===== src/rtl/pipelined_shifter.sv =====
// Pipelined barrel shifter: one registered stage per shift-amount bit.
// Stage k shifts by 2^k when its shamt bit is set. Valid/ready on both sides
// with bubble-collapsing backpressure and a synchronous flush.
module pipelined_shifter #(
  parameter int WIDTH   = 16,
  parameter int SHAMT_W = $clog2(WIDTH)
) (
  input  logic               clk,
  input  logic               rst_n,
  input  logic               flush,
  input  logic               in_valid,
  output logic               in_ready,
  input  logic [WIDTH-1:0]   in_data,
  input  logic [SHAMT_W-1:0] in_shamt,
  input  logic [1:0]         in_mode,
  output logic               out_valid,
  input  logic               out_ready,
  output logic [WIDTH-1:0]   out_data,
  output logic               out_zero
);

  localparam logic [1:0] MODE_SLL = 2'b00;
  localparam logic [1:0] MODE_SRA = 2'b01;
  localparam logic [1:0] MODE_ROR = 2'b10;
  localparam logic [1:0] MODE_SRL = 2'b11;

  // The last stage is the output register and needs no shamt/mode copy.
  logic [SHAMT_W-1:0] r_valid;
  logic [WIDTH-1:0]   r_data  [SHAMT_W];
  logic [SHAMT_W-1:0] r_shamt [SHAMT_W-1];
  logic [1:0]         r_mode  [SHAMT_W-1];
  logic               r_zero;

  logic [SHAMT_W-1:0] w_adv;
  logic [SHAMT_W-1:0] w_src_valid;
  logic [WIDTH-1:0]   w_src_data  [SHAMT_W];
  logic [SHAMT_W-1:0] w_src_shamt [SHAMT_W];
  logic [1:0]         w_src_mode  [SHAMT_W];
  logic [WIDTH-1:0]   w_res       [SHAMT_W];

  // Advance: a stage may load unless it and every stage downstream are full
  // and the consumer is stalling (closed form of the ripple chain).
  always_comb begin
    logic v_full;
    v_full = 1'b1;
    w_adv  = '0;
    for (int k = SHAMT_W - 1; k >= 0; k--) begin
      v_full   = v_full & r_valid[k];
      w_adv[k] = out_ready | ~v_full;
    end
  end

  assign in_ready = w_adv[0] & ~flush;

  // Per-stage source selection and conditional shift by 2^k.
  always_comb begin
    w_src_valid[0] = in_valid & in_ready;
    w_src_data[0]  = in_data;
    w_src_shamt[0] = in_shamt;
    w_src_mode[0]  = in_mode;
    for (int k = 1; k < SHAMT_W; k++) begin
      w_src_valid[k] = r_valid[k-1];
      w_src_data[k]  = r_data[k-1];
      w_src_shamt[k] = r_shamt[k-1];
      w_src_mode[k]  = r_mode[k-1];
    end
    for (int k = 0; k < SHAMT_W; k++) begin
      w_res[k] = w_src_data[k];
      if (w_src_shamt[k][k]) begin
        case (w_src_mode[k])
          MODE_SLL: w_res[k] = w_src_data[k] << (1 << k);
          MODE_SRA: w_res[k] = $signed(w_src_data[k]) >>> (1 << k);
          MODE_ROR: w_res[k] = (w_src_data[k] >> (1 << k)) |
                               (w_src_data[k] << (WIDTH - (1 << k)));
          MODE_SRL: w_res[k] = w_src_data[k] >> (1 << k);
          default:  w_res[k] = w_src_data[k];
        endcase
      end
    end
  end

  // Stage registers: flush kills valids; a stalled stage holds everything.
  // Payload only loads with a valid op so bubbles do not disturb held data.
  always_ff @(posedge clk or negedge rst_n) begin
    if (!rst_n) begin
      r_valid <= '0;
      r_zero  <= 1'b0;
      for (int k = 0; k < SHAMT_W; k++) begin
        r_data[k] <= '0;
      end
      for (int k = 0; k < SHAMT_W - 1; k++) begin
        r_shamt[k] <= '0;
        r_mode[k]  <= '0;
      end
    end else begin
      for (int k = 0; k < SHAMT_W; k++) begin
        if (flush) begin
          r_valid[k] <= 1'b0;
        end else if (w_adv[k]) begin
          r_valid[k] <= w_src_valid[k];
          if (w_src_valid[k]) begin
            r_data[k] <= w_res[k];
          end
        end
      end
      for (int k = 0; k < SHAMT_W - 1; k++) begin
        if (!flush && w_adv[k] && w_src_valid[k]) begin
          r_shamt[k] <= w_src_shamt[k];
          r_mode[k]  <= w_src_mode[k];
        end
      end
      if (!flush && w_adv[SHAMT_W-1] && w_src_valid[SHAMT_W-1]) begin
        r_zero <= (w_res[SHAMT_W-1] == '0);
      end
    end
  end

  assign out_valid = r_valid[SHAMT_W-1];
  assign out_data  = r_data[SHAMT_W-1];
  assign out_zero  = r_zero;

endmodule


===== config.mk =====
export PLATFORM = sky130hd
export DESIGN_NAME = pipelined_shifter
export DESIGN_NICKNAME = d
export VERILOG_FILES = /design/src/rtl/pipelined_shifter.sv
export SDC_FILE = /design/constraint.sdc
export NUM_CORES = 1
export LEC_CHECK = 0
export BUFFER_PORTS_ARGS = -buffer_cell sky130_fd_sc_hd__buf_4
export CAP_MARGIN = 20
export CORE_UTILIZATION = 55
export DETAILED_ROUTE_END_ITERATION = 12
export PLACE_DENSITY = 0.77
export REMOVE_ABC_BUFFERS = 1
export SLEW_MARGIN = 20
export SYNTH_ARGS = -nofsm -noshare
export SYNTH_HDL_FRONTEND = slang
export SYNTH_SLANG_ARGS = --single-unit

===== constraint.sdc =====
create_clock -name clk -period 2.28 [get_ports clk]
set_input_delay 0.456 -clock clk [delete_from_list [all_inputs] [get_ports clk]]
set_output_delay 0.456 -clock clk [all_outputs]
set_load 0.02 [all_outputs]

## Word level (Yosys, flattened, before mapping)

Index checks and enable logic that the tools add are counted.

| storage, ports and cells | value |
|---|---|
| memories | 0 |
| RAM bits | 0 |
| bits in latches | 0 |
| register bits after elaboration | 87 |
| logic and storage cells | 83 |
| ROM bits | 0 |
| output and inout bits | 19 |
| bits of input ports | 27 |

| operators by class | value |
|---|---|
| $mul | 0 |
| divide/modulo/power cells | 0 |
| $add $sub $neg | 0 |
| reduce and logical (&&, ||, !) cells | 22 |
| equality and inequality tests | 12 |
| shift operators | 0 |
| muxes and demuxes | 16 |
| $lt $le $gt $ge | 0 |
| bitwise operators | 18 |

Operators with widths:

| cell | count |
|---|---|
| 16-bit case mux with 4 select lines | 4 |
| 16-bit 2-to-1 mux | 4 |
| 2-bit equality test, second input constant | 8 |
| 16-bit logical NOT | 1 |
| 12-bit by 16-bit OR with 16-bit output | 1 |
| 14-bit by 16-bit OR with 16-bit output | 1 |
| 15-bit by 16-bit OR with 16-bit output | 1 |
| 8-bit by 16-bit OR with 16-bit output | 1 |
| 3-bit AND reduction | 4 |
| 2-bit by 1-bit equality test with 1-bit output, second input constant | 4 |
| 1-bit logical AND | 8 |
| 2-bit logical NOT | 4 |
| 1-bit 2-to-1 mux | 8 |
| 2-bit nonzero test | 4 |
| 1-bit bitwise AND | 5 |
| 1-bit inverter | 5 |
| 1-bit OR | 4 |
| 1-bit logical NOT | 1 |

## Logic depth before layout (Yosys ltp)

Gate-level depths: netlist (run 1).

| logic depth | value |
|---|---|
| word-level depth | 9 |
| gate-level depth with buffers | 8 |
| depth with buffers taken out | 5 |

## Worst setup path after synthesis (run 1)

Ideal clock, no wire load.

| timing | value |
|---|---|
| path type | register to register |
| from | register r_valid[3] |
| to | register r_data[49] (netlist name) |
| path slack | 449 ps |
| period minus slack after synthesis | 1831 ps |
| required time | 2147 ps |
| path buffers | 1 |
| library setup time | 133 ps |
| cell stages (with the launch flop) | 7 |
| arrival | 1697 ps |
| path through | dfrtp_1 > and4b_1 > a21oi_1 > nand2_2 > clkbuf_1 > nand2_1 > o21ai_0 |

| on the way | value |
|---|---|
| longest elaborated chain between the ends | 8 |

Ends and longest elaborated chain:

| item | RTL line | RTL |
|---|---|---|
| start: declaration | 28 | `logic [SHAMT_W-1:0] r_valid;` |
| start signal: indexed assignment | 100 | `r_valid[k] <= w_src_valid[k];` |
| 1-bit bitwise AND (3 in series) | 48 | `v_full = v_full & r_valid[k];` |
| 1-bit inverter | 49 | `w_adv[k] = out_ready \| ~v_full;` |
| 1-bit OR | 49 |  |
| 1-bit bitwise AND | 53 | `assign in_ready = w_adv[0] & ~flush;` |
| named net in_ready | 12 | `output logic in_ready,` |
| 1-bit bitwise AND | 57 | `w_src_valid[0] = in_valid & in_ready;` |
| 3-bit AND reduction (no source line) | n/a |  |
| end signal: indexed assignment | 102 | `r_data[k] <= w_res[k];` |
| end: declaration | 29 | `logic [WIDTH-1:0] r_data [SHAMT_W];` |

The timed path passes the listed nets, and every way through them passes these cells.
A chain may end at the register's enable or synchronous reset.

## Final worst setup path (run 1)

| timing | value |
|---|---|
| from | register r_shamt[3] (netlist name) |
| to | register r_zero (netlist: out_zero) |

| on the way | value |
|---|---|
| longest elaborated chain between the ends | 2 |

Ends and longest elaborated chain:

| item | RTL line | RTL |
|---|---|---|
| start: declaration | 30 | `logic [SHAMT_W-1:0] r_shamt [SHAMT_W-1];` |
| start signal: indexed assignment | 108 | `r_shamt[k] <= w_src_shamt[k];` |
| 16-bit 2-to-1 mux | 69 | `if (w_src_shamt[k][k]) begin` |
| 16-bit logical NOT | 113 | `r_zero <= (w_res[SHAMT_W-1] == '0);` |
| end signal: assignment | 113 |  |
| end: declaration | 32 | `logic r_zero;` |

Every way passes these cells.

==> metrics, run 1 <==
PortBufs=45; NetSw=approximately 1700 uW; initial antenna violation count=0; outcome=completed; fraction of layout cells with a size suffix above 1=0.181; Seq cells post-synth=81; kind of critical path=reg -> reg; post-route DRC violation count=0; P per Cell Area=993 nW/um^2; vias per cell=about 5.5; static leakage=0.00213 uW; synthesized area=4350 um^2; DRT iter0 DRCs=about 140; Slew Limit Fails=0; synthesized area per cell=between 8 and 9 um^2; period utilization=0.829; Synth Flop Type=dfrtp_1; crit path to=out_zero; Final HPWL DP=6290 um; Post-CTS Setup Inserts=0; startpoint types=register; worst vdd ir=around 0.33 mV; worst-case reg-to-reg path depth=4; Die Y=between 90 and 100 um; worst hold path type=in -> async; CTS Buffer Depth=2; drt total wl=between 8000 and 9000 um; Seq pwr share=0.466; Final ANT Viol Nets=0; CP startpoint=r_shamt[3]; aggregate global-route resource usage=0.220; Clock Skew=0.0104 ns; Die W=90.9 um; largest net degree at the start of global routing=44; combinational fraction of design power=0.296; Post-synth EDFFs=0; Worst slew margin=0.473; fmax=529 MHz; clock input transition at the sequential cells of the worst setup and hold paths=0.08 ns; Hold Vio Cnt, Final=0; antenna cells=0; internal power=3110 uW; clock share of power=0.238; Mapped Cells=520; DRT Pass-1 Iters=5; critical path arrival=2.16 ns; via count=approximately 3500; Placer Congestion=roughly 0.87; Max FO, Critical Path=18; minimum clock period=1.89 ns; switch share=0.351; initial core utilization=0.566; CP endpoint kind=register; worst reg2reg endpoint=out_zero; Max-Cap Viols=0; final setup violation count=0; Tightest Pin Transition=0.791 ns; reg2reg setup slack=0.39 ns; FF-to-FF Start=r_shamt[3]; TritonCTS Buffers=9; Overflow after GRT=0; row count=32; Nets=559; unrepaired setup endpoints after global routing=no; setup tns final=0 ns; asr flop ratio synth=1.00; vias in the first global route=3272; post_cts resized=0; die area=8270 um^2; H-tree Lvls=3; synth unique cells=37; final core utilization=0.629; CTS tree=built; routed len/inst=13.1 um; clock root cell=clkbuf_8; Core Area=7690 um^2; Seq/Total Area, Yosys=0.466; # hold bufs at CTS=0; Yosys warning total=0; # clock sinks=81; area delta synth->final=11.1%; WP data required=2.55 ns; Filler Cell Count=between 600 and 700; Top Ports=46; first-pass GRT wire length=14600 um; clk_lat worst skew=0.36 ns
kinds of logic (layout without fill, tap and decap cells):
logic type / after synthesis / in the layout / share of synthesized area
muxes: 24 / 24 / 0.0610
DFF: 81 / 81 / 0.466
buffers and inverters: 61 / 78 / 0.0731
and+or+nand+nor: 201 / 201 / 0.208
AOI/OAI and AO/OA: 153 / 153 / 0.192
how the worst min path moves through the flow:
stage                   to  slack, ns  depth (start not counted)
2_1_floorplan  out_data[0]       0.16                          0
3_3_place_gp    r_valid[2]       0.48                          1
3_5_place_dp   out_data[3]       0.48                          1
4_1_cts         r_data[20]       0.09                          1
5_1_grt           out_zero       0.13                          1
6_report        r_data[20]       0.09                          1
layout by cell type (no fill, tap or decap), types with 2 or more instances in the layout:
| cell type | instances |
|---|---|
| inv_1 | 6 |
| nor2b_1 | 14 |
| dfrtp_1 | 81 |
| buf_4 | 54 |
| nand3_1 | 34 |
| clkbuf_8 | 10 |
| a31oi_1 | 13 |
| nand2b_1 | 4 |
| bufinv_16 | 2 |
| clkinv_2 | 3 |
| a32oi_1 | 4 |
| mux2_2 | 20 |
| a21oi_1 | 19 |
| o21ai_0 | 100 |
| mux2i_1 | 4 |
| nand3b_1 | 3 |
| o211ai_1 | 4 |
| nand2_1 | 109 |
| nor2_1 | 25 |
| or4_1 | 2 |
| o21ai_1 | 7 |
| or2_2 | 2 |
metrics by stage:
stage,cells,cell area (um^2),total power [uW],hold slack [ns],setup WS [ns]
2_1_floorplan,466,4060,3110,0.160,0.0663
3_3_place_gp,623,4610,3610,0.480,0.352
3_5_place_dp,623,4610,3690,0.480,0.327
4_1_cts,639,4830,4820,0.0935,0.389
5_1_grt,639,4830,5130,0.126,0.219
6_report,639,4830,4800,0.0866,0.390
state kept, by name (all words and copies together) (netlist names):
name / cells
r_mode: 6
out_data: 16
r_shamt: 6
r_data: 48
out_zero: 1
r_valid: 4
power by group through the flow:
stage	Sequential [uW]	Combinational (uW)	Clock (uW)
after detailed placement	2260	1430	0
after global placement	2230	1380	0
after floorplan	2280	833	0
after CTS	2230	1430	1160
after global routing	2300	1610	1220
final	2230	1420	1140
synth_stat cells (all sizes together), types with 4 or more instances:
library cell / instances / area (um^2)
nand3b: 4 / 33.8
o21ai: 107 / 536
nand2: 110 / 415
nor2: 25 / 93.8
nand3: 34 / 170
dfrtp: 81 / 2030
nor2b: 14 / 87.6
inv: 6 / 22.5
a32oi: 4 / 35.0
a21oi: 19 / 95.1
mux2: 20 / 225
buf: 31 / 204
mux2i: 4 / 40.0
nand2b: 4 / 25.0
a31oi: 13 / 81.3
o211ai: 4 / 30.0
clkbuf: 23 / 86.3
layout make-up:
type / instances / area (um^2) / share of cell area
clock buffer: 11 / 141 / 0.0293
multi-input combinational: 378 / 2000 / 0.415
clock inverter: 5 / 78.8 / 0.0163
sequential: 81 / 2030 / 0.419
timing repair buffer: 55 / 425 / 0.0880
tap: 102 / 128 / 0.0264
inverter: 7 / 27.5 / 0.00570
per-layer routing:
layer | GRT usage | vias to the layer above | wire length, um
li1 | - | 1808 | -
met1 | 0.248 | 1652 | 3590
met2 | 0.398 | 67 | 4390
met3 | 0.0286 | 9 | 279
met4 | 0.124 | 0 | 110
met5 | 0 | - | 0
critical path, cell delays in order, from the launching register on:
cell,delay [ns]
dfrtp_1,0.68
o21ai_0,0.17
a32oi_1,0.22
or4b_1,0.48
o32ai_2,0.25
No activity file was read; power rests on OpenSTA's default activity.
==> inputs of run 2 (changes only) <==
clock period = 1.8 ns   (was 2.28 ns; I/O delays follow)
==> metrics, run 2 (synthesis results as in run 1) <==
via count=3576 (+1.1%); Clock Skew=0.00819 ns (-0.00220 ns); aggregate global-route resource usage=0.224 (+0.00460); kind of critical path=reg -> out; routed len/inst=13.1 um (+0.25%); CTS Buffer Depth=2 (unchanged); Max-Cap Viols=0 (unchanged); vias per cell=5.54 (+0.19%); TritonCTS Buffers=9 (unchanged); switch share=0.347 (-0.00433); Top reg by flops=r_data; minimum clock period=1.70 ns; fraction of layout cells with a size suffix above 1=0.192 (+0.0109); startpoint types=register; DRT iter0 DRCs=164 (+19%); static leakage=0.00217 uW (+1.8%); worst vdd ir=0.480 mV (+46%); CP endpoint kind=output port; H-tree Lvls=3 (unchanged); Core Area=7690 um^2 (unchanged); dpl cells=629 (+0.96%); Slew Limit Fails=0 (unchanged); area delta synth->final=13.1%; reg2reg setup slack=0.12 ns (-0.27 ns); max reg flops=48 (unchanged); final core utilization=0.640 (+0.0111); NetSw=2150 uW (+27%); max incr delay on CP=0.40 ns (-0.28 ns); largest net degree at the start of global routing=82 (+86%); Seq pwr share=0.456 (-0.010); Top Metal Used=met4; critical path arrival=1.34 ns (-0.82 ns); WP data required=1.44 ns (-1.11 ns); PortBufs=45 (unchanged); CP Cell Sequence=and4b_1 > a21oi_2 > buf_4; Placer Congestion=0.886 (+1.7%); period utilization=0.944; # hold bufs at CTS=0 (unchanged); CP startpoint=r_valid[3]; internal power=4040 uW (+30%); clock input transition at the sequential cells of the worst setup and hold paths=0.08 ns (about the same); Final HPWL DP=6240 um (-0.79%); FF-to-FF Start=r_mode[0]; slowest stage cell, crit path=dfrtp_1; leading cell type in the layout, fill and taps excluded=nand2_1; # clock sinks=81 (unchanged); vias in the first global route=3371 (+3.0%); Top Ports=46 (unchanged); clock root cell=clkbuf_8; combinational fraction of design power=0.306 (+0.010); final setup violation count=0 (unchanged); clk_lat worst skew=0.35 ns (about the same); Max FO, Critical Path=4 (-14); Overflow after GRT=0 (unchanged); first-pass GRT wire length=15000 um (+2.4%); antenna cells=0 (unchanged); CTS tree=built; Nets=565 (+1.1%); worst hold path type=in -> async; outcome=completed; Tightest Pin Transition=0.801 ns (+0.0108 ns); WL met2=4270 um (-2.8%); initial antenna violation count=0 (unchanged); final worst setup slack=0.101 ns (-0.290 ns); drt total wl=8480 um (+1.2%); DRT met1 WL=3720 um (+3.6%); crit path to=in_ready; P per Cell Area=1260 nW/um^2 (+27%); Die W=90.9 um (unchanged); Worst slew margin=0.466 (-0.00719); initial core utilization=0.566 (unchanged); die area=8270 um^2 (unchanged); DRT Pass-1 Iters=4 (-1); clock share of power=0.238 (about the same); Place WS=0.0972 ns (-0.230 ns); worst reg2reg endpoint=out_zero; setup tns final=0 ns (unchanged); Hold Vio Cnt, Final=0 (unchanged); Final ANT Viol Nets=0 (unchanged); worst-case reg-to-reg path depth=5 (+1); unrepaired setup endpoints after global routing=no; Die Y=90.9 um (unchanged); fmax=approximately 600 MHz; post-route DRC violation count=0 (unchanged); row count=32 (unchanged); final instance count without filler cells=645 (+0.94%); commonest non-fill, non-tap cells in the layout=nand2_1, o21ai_0, dfrtp_1, buf_4, nand3_1; met3 routed WL=232 um (-17%)
==> run 2: cell types whose count changed in the layout (fill, tap and decap cells not counted), sizes merged <==
cell    before  now
clkbuf      11   14
clkinv       4    1
buf         55   61
==> run 2: metal layers <==
| layer | global-route usage | vias up |
|---|---|---|
| li1 | - | 1819 |
| met1 | 0.258 | 1672 |
| met2 | 0.399 | 65 |
| met4 | 0.128 | 0 |
| met3 | 0.0303 | 20 |
| met5 | 0 | - |
==> run 2: how the worst min path moves through the flow <==
stage | startpoint | end
after CTS | rst_n | out_data[7]
final | rst_n | out_data[7]
after floorplan | rst_n | out_data[0]
after global placement | rst_n | r_valid[3]
after detailed placement | rst_n | out_data[7]
after global routing | rst_n | out_data[7]
==> run 2: stage by stage <==
stage               power (uW)  instance area (um^2)  hold slack [ns]
floorplan                 3940                  4060           0.0644
finish                    6190                  4920           0.0196
detailed placement        4720                  4680            0.414
global route              6600                  4920           0.0438
CTS                       6200                  4900           0.0228
global placement          4640                  4680            0.412
==> run 2: timing repair <==
action,in CTS,in global routing
setup buffers,0,0
resized for setup,0,3
setup endpoints to repair,0,4
==> run 2: critical path: cells and delay by family, from the launching register on <==
family                 cells  cell delay [ns]
DFF                        1             0.40
and+or+nand+nor            1             0.24
buffers and inverters      1             0.16
AOI/OAI and AO/OA          1             0.18
==> run 2: layout make-up <==
class / instances / area, um^2
Clock inverter: 2 / 60.1
Fill cell: 642 / 2770
Sequential cell: 81 / 2030
Clock buffer: 14 / 163
Inverter: 7 / 27.5
Tap cell: 102 / 128
Timing Repair Buffer: 61 / 495
Multi-Input combinational cell: 378 / 2020
==> run 2: power groups by stage <==
stage | sequential, uW | clock (uW) | combinational [uW]
5_1_grt | 2910 | 1560 | 2140
3_5_place_dp | 2840 | 0 | 1880
6_report | 2820 | 1470 | 1890
4_1_cts | 2810 | 1500 | 1900
3_3_place_gp | 2810 | 0 | 1830
2_1_floorplan | 2890 | 0 | 1060
